[config.mk]
export PLATFORM = sky130hd
export DESIGN_NAME = rf_wb_arbiter
export DESIGN_NICKNAME = d
export VERILOG_FILES = /design/src/rtl/rf_wb_arbiter_pkg.sv /design/src/rtl/rf_wb_arbiter_wb_dest_sel.sv /design/src/rtl/rf_wb_arbiter.sv
export SDC_FILE = /design/constraint.sdc
export NUM_CORES = 1
export LEC_CHECK = 0
export BUFFER_PORTS_ARGS = -buffer_cell sky130_fd_sc_hd__buf_2
export CORE_UTILIZATION = 34
export CTS_CLUSTER_DIAMETER = 100
export DETAILED_ROUTE_END_ITERATION = 8
export SYNTH_ARGS = -nofsm -noshare
export SYNTH_HDL_FRONTEND = slang
export SYNTH_SLANG_ARGS = --single-unit
[constraint.sdc]
create_clock -name clk -period 1.8 [get_ports clk]
set_input_delay 0.45 -clock clk [delete_from_list [all_inputs] [get_ports clk]]
set_output_delay 0.45 -clock clk [all_outputs]
set_load 0.02 [all_outputs]
[src/rtl/rf_wb_arbiter_pkg.sv]
// Shared definitions for the register-file writeback arbiter: destination select
// codes, the link register index and the arbiter state encoding.
package rf_wb_arbiter_pkg;

  localparam logic [1:0] DST_RT   = 2'b00;
  localparam logic [1:0] DST_RD   = 2'b01;
  localparam logic [1:0] DST_LINK = 2'b10;
  localparam logic [1:0] DST_NONE = 2'b11;

  localparam int LINK_REG = 31;

  // Any state other than IDLE means the mul/div buffer holds a result.
  typedef enum logic [1:0] {
    IDLE  = 2'b00,
    PEND  = 2'b01,
    FORCE = 2'b10
  } arbState_t;

endpackage

[src/rtl/rf_wb_arbiter_wb_dest_sel.sv]
// Resolves the pipeline writeback destination (rt / rd / link) and whether the
// resulting write may actually be performed ($0 and "no write" are suppressed).
module wb_dest_sel
  import rf_wb_arbiter_pkg::*;
#(
  parameter int ADDR_W = 5
) (
  input  logic [1:0]        dstSel,
  input  logic [ADDR_W-1:0] rt,
  input  logic [ADDR_W-1:0] rd,
  output logic [ADDR_W-1:0] addr,
  output logic              weOk
);

  localparam logic [ADDR_W-1:0] LINK_ADDR = ADDR_W'(LINK_REG);

  always_comb begin
    addr = rt;
    weOk = 1'b1;
    case (dstSel)
      DST_RT:   addr = rt;
      DST_RD:   addr = rd;
      DST_LINK: addr = LINK_ADDR;
      DST_NONE: begin
        addr = rt;
        weOk = 1'b0;
      end
      default:  addr = rt;
    endcase
    if (addr == '0) weOk = 1'b0;
  end

endmodule

[src/rtl/rf_wb_arbiter.sv]
// Single owner of the register-file write port: arbitrates pipeline writeback
// against a buffered mul/div result, forcing the buffer through after a bounded wait.
module rf_wb_arbiter
  import rf_wb_arbiter_pkg::*;
#(
  parameter int DATA_W       = 32,
  parameter int ADDR_W       = 5,
  parameter int STARVE_LIMIT = 4
) (
  input  logic              clk,
  input  logic              rst,
  input  logic              wb_valid,
  input  logic [1:0]        wb_dst_sel,
  input  logic [ADDR_W-1:0] wb_rt,
  input  logic [ADDR_W-1:0] wb_rd,
  input  logic [DATA_W-1:0] wb_data,
  output logic              wb_stall,
  input  logic              md_valid,
  output logic              md_ready,
  input  logic [ADDR_W-1:0] md_addr,
  input  logic [DATA_W-1:0] md_data,
  output logic              rf_we,
  output logic [ADDR_W-1:0] rf_waddr,
  output logic [DATA_W-1:0] rf_wdata,
  output logic [1:0]        dbgState
);

  // Handshake: a mul/div result transfers on a rising edge where md_valid and
  // md_ready are both high; the producer holds md_addr/md_data until then.
  // wb_stall high means the pipeline must re-present the same writeback next cycle.

  localparam int CNT_W = $clog2(STARVE_LIMIT + 1);
  localparam logic [CNT_W-1:0] CNT_MAX = CNT_W'(STARVE_LIMIT);

  arbState_t         state, stateNext;
  logic [CNT_W-1:0]  cnt, cntNext;
  logic [ADDR_W-1:0] bufAddr;
  logic [DATA_W-1:0] bufData;
  logic              mdXfer;
  logic              grantWb;
  logic              grantBuf;
  logic [ADDR_W-1:0] wbAddr;
  logic              wbWeOk;

  wb_dest_sel #(.ADDR_W(ADDR_W)) u_dest_sel (
    .dstSel (wb_dst_sel),
    .rt     (wb_rt),
    .rd     (wb_rd),
    .addr   (wbAddr),
    .weOk   (wbWeOk)
  );

  assign md_ready = ~rst & (state == IDLE);
  assign mdXfer   = md_valid & md_ready;
  assign dbgState = state;

  always_comb begin
    stateNext = state;
    cntNext   = cnt;
    grantWb   = 1'b0;
    grantBuf  = 1'b0;
    wb_stall  = 1'b0;
    case (state)
      IDLE: begin
        grantWb = wb_valid;
        if (mdXfer) begin
          stateNext = PEND;
          cntNext   = '0;
        end
      end
      PEND: begin
        if (!wb_valid) begin
          grantBuf  = 1'b1;
          stateNext = IDLE;
          cntNext   = '0;
        end else begin
          grantWb = 1'b1;
          if (cnt != CNT_MAX) cntNext = cnt + 1'b1;
          // This lost cycle is the one that reaches the limit.
          if (cnt >= CNT_MAX - 1'b1) stateNext = FORCE;
        end
      end
      FORCE: begin
        grantBuf  = 1'b1;
        wb_stall  = wb_valid;
        stateNext = IDLE;
        cntNext   = '0;
      end
      default: begin
        stateNext = IDLE;
        cntNext   = '0;
      end
    endcase
    if (rst) wb_stall = 1'b0;
  end

  always_ff @(posedge clk) begin
    if (rst) begin
      state    <= IDLE;
      cnt      <= '0;
      bufAddr  <= '0;
      bufData  <= '0;
      rf_we    <= 1'b0;
      rf_waddr <= '0;
      rf_wdata <= '0;
    end else begin
      state <= stateNext;
      cnt   <= cntNext;
      if (mdXfer) begin
        bufAddr <= md_addr;
        bufData <= md_data;
      end
      // A grant to $0 is still consumed; only the enable is suppressed.
      if (grantBuf) begin
        rf_we    <= (bufAddr != '0);
        rf_waddr <= bufAddr;
        rf_wdata <= bufData;
      end else if (grantWb) begin
        rf_we    <= wbWeOk;
        rf_waddr <= wbAddr;
        rf_wdata <= wb_data;
      end else begin
        rf_we <= 1'b0;
      end
    end
  end

endmodule
==> impl_metrics.yaml, run 1 <==
timing:
  slew_headroom: 0.766
  setup_ws_ps: 48.6
  hold_viol: 0
  grt_setup_unrepaired: "true"
  fin_crit_sh: 0.973
  period_minus_slack_ps: 1750
  finalSetupViolCount: 0
  max_freq_mhz: 571
  clock_skew_ps: 13.3
  worst_slew_pin_slew_ps: 351
  slew_viol_final: 0
  hold_slack_ps: 277
die:
  num_rows: 36
  start_util: 0.354
  coreArea_um2: 9910
  die_w_um: 104
  die_h_um: 104
  pin_count: 127
  die_area_um2: 10700
synthesis:
  syn_inst: 398
  syn_avg_cell_area_um2: 8.82
  ys_ff_latch: 80
  ys_types: 30
  yosysWarnings: 0
  syn_area_um2: 3510
  netlist.area_leader.share: 0.456
  seq_area_frac_synth: 0.456
  synth.net_count: 492
  yosysTopAreaCell: "dfxtp_1"
  synth_area_leaders: "dfxtp_1 46%, mux2i_1 9.7%, a211oi_1 9.2%, nand2_1 8.3%, nand3b_1 8.1%"
clocking:
  cts_tree: "yes"
  cts_buffer_depth: 2
  path_clk_slew_ps: 90
  htreeDepth: 3
  cts_num_sinks: 80
  cts_buffers: 9
  clk_latency_ps: 350
  clockRootBuffer: "clkbuf_8"
global_routing:
  grt_pass1_wl_mm: 14.1
  grt_start_max_net_pins: 45
  antenna_found_initial: 0
  grt_overflow: 0
  grt_pass1_vias: 2968
  grt.total_usage: 0.161
place:
  gp_congestion: 0.870
  dp.cells: 640
  preCtsSetupSlack_ps: -48.3
  post-dp-hpwl_mm: 5.98
  io_buffer_count: 126
hold_path:
  worst_hold_path_type: "in2reg"
cells_and_area:
  syn_to_final_growth_pct: 30.3
  n_fill_cell: 999
  drive_above_1_share: 0.319
  layout_commonest_cell: "buf_2"
  diodes: 0
  nets: 613
  fin_util: 0.461
  final_cells: 657
  final_cell_mix: "125 x buf_2, 78 x nand2_1, 78 x dfxtp_1"
pwr:
  p_per_area_nw_per_um2: 1090
  ir_drop_uv: 452
  p_leak_uw: 0.00230
critical_path:
  worst_ep_arrival_time_ps: 1300
  crit_type: "reg2out"
  critPathCaptureType: "output pin"
  crit_required_ps: 1350
  cp-start-kind: "register"
  critical_path.max_fanout: 3
routing:
  vias_per_cell: 4.72
  route.final.wire_length_mm: 8.44
  drtAntennaViolNets: 0
  drtPass1Iterations: 4
  drc: 0
  dr.first_iter.drc_count: 133
  via_count: 3100
  wire_per_inst_um: 12.8
job:
  drv_cap: 0
run_status:
  status: "finished, final reports clean"
==> path summary, 6_finish.rpt <==
path	startpoint	to	slack, ps	cells past startpoint
worst max-delay path	dbgState[1]$_SDFFE_PP0P_	wb_stall	50	4
worst max register to register	dbgState[1]$_SDFFE_PP0P_	rf_we$_SDFF_PP0_	90	6
worst min register to register	bufData[24]$_SDFFE_PP0P_	bufData[24]$_SDFFE_PP0P_	480	2
worst min-delay path	md_data[14]	bufData[14]$_SDFFE_PP0P_	280	3
==> sequential cells by signal, summed over array words and instances (netlist names) <==
signal / cells
rf_waddr: 5
bufData: 32
cnt: 3
rf_we: 1
dbgState: 2
bufAddr: 5
rf_wdata: 32
==> power breakdown <==
group / total [µW] / internal, µW / switching (µW)
sequential: 2180 / 2040 / 135
combinational: 1430 / 618 / 814
clock: 1350 / 658 / 697
total: 4960 / 3320 / 1650
==> cells by family (layout without fill, tap and decap cells) <==
logic type,Yosys count,after routing,synth area share
compound gates,59,59,0.125
fa+ha+maj,9,9,0.0321
buf+inv,37,163,0.0445
flops,80,80,0.456
mux,34,34,0.0969
simple gates,179,179,0.246
==> Yosys cell counts <==
library cell / n
o22ai_1: 2
clkbuf_4: 1
o21a_4: 1
or3_1: 1
o21ai_0: 3
clkbuf_1: 14
mux2i_1: 34
nand3_1: 1
nand2b_1: 1
buf_1: 3
or4_1: 1
a21o_1: 1
a2bb2oi_1: 1
inv_1: 8
a2111o_1: 1
a21oi_1: 4
dfxtp_1: 80
a22oi_1: 1
nand3b_1: 38
ha_1: 9
o21ai_2: 2
nand2_1: 78
nor4_1: 1
buf_2: 11
nand4_1: 1
nor2_1: 42
and3b_1: 2
nor2b_1: 5
a211oi_1: 43
nor3_1: 8
==> routing by layer <==
layer / vias up / global-route usage / share of wire
li1: 1618 / - / -
met1: 1400 / 0.205 / 0.47
met2: 75 / 0.266 / 0.47
met3: 7 / 0.0428 / 0.044
met4: 0 / 0.0466 / 0.0098
met5: - / 0 / 0
==> metrics by stage <==
stage | area (µm²) | setup TNS, ps | power (µW)
global route | 4570 | -25.0 | 5270
finish | 4570 | 0 | 4960
global placement | 4320 | -17.1 | 3590
floorplan | 3510 | 0 | 3120
CTS | 4550 | -42.6 | 5010
detailed placement | 4320 | -51.2 | 3600
==> layout make-up <==
type                    instances  area, µm²  share of cell area
well taps                     133        166              0.0364
clock inverters                 7       80.1              0.0175
flip-flops and latches         80       1600               0.351
repair buffers                139        768               0.168
inverters                       8       32.5             0.00711
clock buffers                   9        124              0.0271
multi-input cells             281       1800               0.393
==> critical path, cell delays in order, from the launching register on <==
cell and delay (ps):
dfxtp_2 330, buf_4 140, ha_4 170, and3b_1 160, buf_2 150
==> what timing repair did <==
action / in CTS / in global routing
hold buffers: 0 / 0
gates resized for setup: 7 / 6
setup endpoints to repair: 3 / 6
gates cloned: 0 / 0
buffers inserted: 0 / 1
pin swaps: 0 / 1
Note: power is estimated with default switching activity, not from simulation.
==> run 2: changes to the inputs <==
--- a/config.mk
+++ b/config.mk
@@ -11,4 +11,5 @@
 export DETAILED_ROUTE_END_ITERATION = 8
 export SYNTH_ARGS = -nofsm -noshare
 export SYNTH_HDL_FRONTEND = slang
+export SYNTH_HIERARCHICAL = 1
 export SYNTH_SLANG_ARGS = --single-unit
==> run 2 against run 1 <==
  * Global-route usage rose by 1.2 points
  * Highest routed layer unchanged
  * Critical path type unchanged
  * Via count rose by 8.5%
  * Sequential power fell by 2%
  * Combinational power fell by 6%
==> impl_metrics.yaml, run 2 <==
synthesis:
  yosysMostFrequentCell: "nand2_1"
  synth_commonest_cells: "119 x nand2_1, 80 x dfxtp_1, 42 x nor2_1, 41 x o21ai_0, 38 x nand2b_1"
  async_reset_ff_frac: 0
  syn_area_um2: 3510
  syn_avg_cell_area_um2: 7.96
  synth-edff-count: 0
  synth.net_count: 535
  ys_types: 31
  synth_ff_type: "dfxtp_1"
  synth_area_leaders: "dfxtp_1 46%, nand2_1 13%, a311oi_1 9.2%, nand2b_1 6.8%, o21ai_0 5.8%"
  seq_area_frac_synth: 0.456
  ys_ff_latch: 80
  yosysTopAreaCell: "dfxtp_1"
  syn_inst: 441
  netlist.area_leader.share: 0.456
  yosysWarnings: 6
place:
  gp_congestion: 0.776
  post-dp-hpwl_mm: 6.31
  io_buffer_count: 126
  preCtsSetupSlack_ps: -176
cells_and_area:
  final_cell_mix: "124 x buf_2, 119 x nand2_1, 78 x dfxtp_1"
  drive_above_1_share: 0.306
  nets: 659
  syn_to_final_growth_pct: 32.8
  layout_commonest_cell: "buf_2"
  top_regs: "bufData: 32 flops, rf_wdata: 32 flops"
  diodes: 0
clocking:
  cts_tree: "yes"
  cts_buffers: 9
  clk_latency_ps: 350
  cts_num_sinks: 80
  path_clk_slew_ps: 80
  htreeDepth: 3
  cts_buffer_depth: 2
  clockRootBuffer: "clkbuf_8"
global_routing:
  antenna_found_initial: 0
  grt.total_usage: 0.173
  grt_pass1_vias: 3198
  grt_start_max_net_pins: 47
  grt_overflow: 0
  grt_pass1_wl_mm: 15.2
timing:
  slew_headroom: 0.713
  finalSetupViolCount: 0
  worst_slew_pin_slew_ps: 431
  max_freq_mhz: 575
  fin_crit_sh: 0.966
  hold_viol: 0
  setup_ws_ps: 62.1
  period_minus_slack_ps: 1740
  slew_viol_final: 0
  hold_slack_ps: 294
  clock_skew_ps: 12.3
routing:
  drc: 0
  via_count: 3365
  vias_per_cell: 4.79
  wire_per_inst_um: 13.4
  dr.first_iter.drc_count: 108
  route.final.wire_length_mm: 9.43
  drtPass1Iterations: 4
  drtAntennaViolNets: 0
critical_path:
  worst_path_max_delay_cell: "dfxtp_4"
  critPathCaptureType: "output pin"
  crit_required_ps: 1350
  worst_ep_arrival_time_ps: 1290
  cp.buffers_inverters: 2
  path_cells: "inv_2 -> ha_2 -> and3b_1 -> buf_4"
  critical_path.max_fanout: 4
  cp-start-kind: "register"
  crit_path_max_incr_delay_ps: 370
  crit_family: "flip-flops"
  crit_type: "reg2out"
  regToRegSetupSlack_ps: 120
pwr:
  swShare: 0.327
  pwr-share-comb: 0.281
  clkPwrFrac: 0.270
  p_per_area_nw_per_um2: 1030
  power_switching_uw: 1560
  p_leak_uw: 0.00206
  seq_power_share: 0.449
  p_int_uw: 3220
  ir_drop_uv: 348
die:
  die_w_um: 104
  num_rows: 36
  die_h_um: 104
  die_area_um2: 10700
  start_util: 0.354
  coreArea_um2: 9910
  pin_count: 127
hold_path:
  worst_hold_path_type: "in2reg"
job:
  drv_cap: 0
run_status:
  status: "finished, final reports clean"
==> run 2: power by group through the flow <==
stage          combinational [µW]  sequential [µW]  clock (µW)
2_1_floorplan                 601             2350           0
3_3_place_gp                 1260             2180           0
3_5_place_dp                 1280             2180           0
4_1_cts                      1300             2140        1350
5_1_grt                      1470             2180        1430
6_report                     1340             2140        1290
==> run 2: worst paths after layout <==
path                               to  depth (start not counted)                      from
max                          wb_stall                          4  dbgState[0]$_SDFFE_PP0P_
min           bufData[9]$_SDFFE_PP0P_                          3                md_data[9]
max reg2reg  rf_wdata[3]$_SDFFE_PP0P_                          7  dbgState[1]$_SDFFE_PP0P_
min reg2reg  bufData[15]$_SDFFE_PP0P_                          2  bufData[15]$_SDFFE_PP0P_
==> run 2: cell families after synthesis <==
family,count (synthesis),synth area share
simple gates,215,0.270
fa+ha+maj,9,0.0321
compound gates,96,0.187
flops,80,0.456
buf+inv,40,0.0517
mux,1,0.00321
==> run 2: timing repair <==
action                                  CTS  global route
hold buffers                              0             0
cloned                                    0             2
buffers inserted                          0             3
endpoints found under the setup margin    2             7
pin swaps                                 0             2
gates resized for setup                   6             4
==> run 2: layout make-up <==
| class | count | area (µm²) |
|---|---|---|
| Fill cell | 1004 | 5250 |
| Multi-Input combinational cell | 321 | 1780 |
| Sequential cell | 80 | 1610 |
| Timing Repair Buffer | 145 | 901 |
| Tap cell | 133 | 166 |
| Clock buffer | 10 | 128 |
| Clock inverter | 5 | 56.3 |
| Inverter | 8 | 30.0 |
==> run 2: per-layer routing <==
metal  wire length (µm)  vias to the layer above  global-route usage  share of wire
met2               4550                       80               0.286           0.48
met1               4420                     1548               0.218           0.47
met5                  0                        -                   0              0
met3                348                        6              0.0396          0.037
li1                   -                     1731                   -              -
met4                111                        0              0.0673          0.012
==> run 2: through the flow <==
stage	cells	instance area (µm²)	setup TNS [ps]	power (µW)	util
2_1_floorplan	441	3530	0	2950	-
3_3_place_gp	682	4380	-102	3440	0.442
3_5_place_dp	682	4380	-176	3460	0.442
4_1_cts	697	4580	0	4790	0.463
5_1_grt	702	4660	-7.67	5090	0.471
6_report	702	4660	0	4780	0.471
==> run 2: worst min-delay path, delay by kind of cell <==
family	cells	cell delay, ps
AOI/OAI and AO/OA	1	50
buffers and inverters	1	80
and+or+nand+nor	1	30
==> run 3: changes to the inputs <==
--- a/config.mk
+++ b/config.mk
@@ -6,6 +6,7 @@
 export NUM_CORES = 1
 export LEC_CHECK = 0
 export BUFFER_PORTS_ARGS = -buffer_cell sky130_fd_sc_hd__buf_2
+export CORE_ASPECT_RATIO = 1.1
 export CORE_UTILIZATION = 34
 export CTS_CLUSTER_DIAMETER = 100
 export DETAILED_ROUTE_END_ITERATION = 8
==> run 3 against run 2 <==
  * Sequential share of layout area down 0.20 points
  * Maximum frequency up 0.67%
  * Final cell count down 1.7%
  * Clock-buffer cell count up 1
  * Total power up 2.3%
  * Register-to-register slack about the same
  * Highest routed layer unchanged
  * Cell area up 0.43%
  * Core utilization up 0.071 points
  * Largest power group unchanged
  * Non-clock buffer count up 1
  * Sequential power about the same
==> impl_metrics.yaml, run 3 (synthesized netlist as in run 2, its figures left out) <==
clocking:
  clk_latency_ps: 370
  path_clk_slew_ps: 80
  htreeDepth: 3
  cts_buffer_depth: 2
  cts_buffers: 9
  clockRootBuffer: "clkbuf_8"
  cts_num_sinks: 80
  cts_tree: "yes"
global_routing:
  antenna_found_initial: 0
  grt_start_max_net_pins: 43
  grt_pass1_wl_mm: 14.8
  grt_overflow: 0
  grt.total_usage: 0.175
  grt_pass1_vias: 3223
cells_and_area:
  nets: 660
  diodes: 0
  syn_to_final_growth_pct: 33.3
  layout_commonest_cell: "buf_2"
  design_area_um2: 4680
  final_cell_mix: "124 x buf_2, 119 x nand2_1, 78 x dfxtp_1"
  drive_above_1_share: 0.312
  final_cells: 690
  top_regs: "bufData: 32 flops, rf_wdata: 32 flops"
critical_path:
  critical_path.max_fanout: 3
  cp-start-kind: "register"
  crit_type: "reg2out"
  worst_ep_arrival_time_ps: 1280
  critPathCaptureType: "output pin"
  crit_required_ps: 1350
  regToRegSetupSlack_ps: 110
place:
  place_area_um2: 4350
  gp_congestion: 0.831
  dp.cells: 669
  io_buffer_count: 126
  post-dp-hpwl_mm: 6.08
timing:
  clock_skew_ps: 7.46
  slew_viol_final: 0
  slew_headroom: 0.741
  fin_crit_sh: 0.959
  finalSetupViolCount: 0
  worst_slew_pin_slew_ps: 388
  period_minus_slack_ps: 1730
  hold_viol: 0
  max_freq_mhz: 579
routing:
  drtAntennaViolNets: 0
  vias_per_cell: 5.00
  wl_met1_mm: 4.22
  drtPass1Iterations: 4
  via_count: 3453
  dr_wl_met3_um: 489
  wire_per_inst_um: 13.8
  dr.first_iter.drc_count: 114
  drc: 0
  wl_met2_mm: 4.64
  routed.top_layer: "met4"
  route.final.wire_length_mm: 9.55
hold_path:
  worst_hold_path_type: "in2reg"
pwr:
  power_switching_uw: 1590
  p_per_area_nw_per_um2: 1040
  seq_power_share: 0.438
  ir_drop_uv: 429
  pwr-share-comb: 0.278
  p_leak_uw: 0.00207
  swShare: 0.326
  clkPwrFrac: 0.283
  p_int_uw: 3300
  total_power_uw: 4890
die:
  start_util: 0.353
  die_w_um: 98.9
  die_h_um: 109
  die_area_um2: 10700
  coreArea_um2: 9940
  num_rows: 38
  pin_count: 127
job:
  drv_cap: 0
run_status:
  status: "finished, final reports clean"
==> run 3: final timing paths <==
kind,from,end,cells past startpoint
max,dbgState[1]$_SDFFE_PP0P_,wb_stall,4
min,md_data[16],bufData[16]$_SDFFE_PP0P_,3
max reg2reg,dbgState[1]$_SDFFE_PP0P_,rf_wdata[14]$_SDFFE_PP0P_,7
min reg2reg,bufData[24]$_SDFFE_PP0P_,bufData[24]$_SDFFE_PP0P_,2
==> run 3: metrics by stage <==
step,utilization,worst slack [ps],hold slack (ps),TNS [ps]
2_1_floorplan,-,60.9,450,0
3_3_place_gp,0.438,-106,459,-106
3_5_place_dp,0.438,-182,463,-182
4_1_cts,0.461,-5.76,258,-5.76
5_1_grt,0.471,-2.79,270,-2.79
6_report,0.471,73.7,274,0
==> run 3: layout make-up <==
class | instances | area (µm²)
Fill cell | 1018 | 5250
Multi-Input combinational cell | 321 | 1790
Sequential cell | 80 | 1600
Timing Repair Buffer | 146 | 903
Clock buffer | 11 | 151
Tap cell | 120 | 150
Clock inverter | 4 | 53.8
Inverter | 8 | 30.0
==> run 3: layer usage <==
metal	vias up	track usage
met5	-	0
met4	0	0.0821
met3	16	0.0491
met2	84	0.302
met1	1614	0.202
li1	1739	-
==> run 3: critical path, stage by stage (launching register included) <==
cell	delay (ps)
dfxtp_2	330
buf_6	120
ha_4	160
and3b_1	170
buf_6	130
==> run 3: timing repair <==
action / in CTS / in global routing
setup buffers: 0 / 4
endpoints found under the setup margin: 2 / 34
hold buffers: 0 / 0
pin swaps: 1 / 2
gates cloned: 0 / 2
endpoints found under the hold margin: 0 / 0
gates resized for setup: 6 / 8
==> run 3: power groups by stage <==
stage / registers [µW] / clock network [µW] / logic (µW)
floorplan: 2350 / 0 / 601
global placement: 2170 / 0 / 1260
detailed placement: 2180 / 0 / 1280
CTS: 2140 / 1430 / 1310
global route: 2170 / 1510 / 1490
finish: 2140 / 1390 / 1360
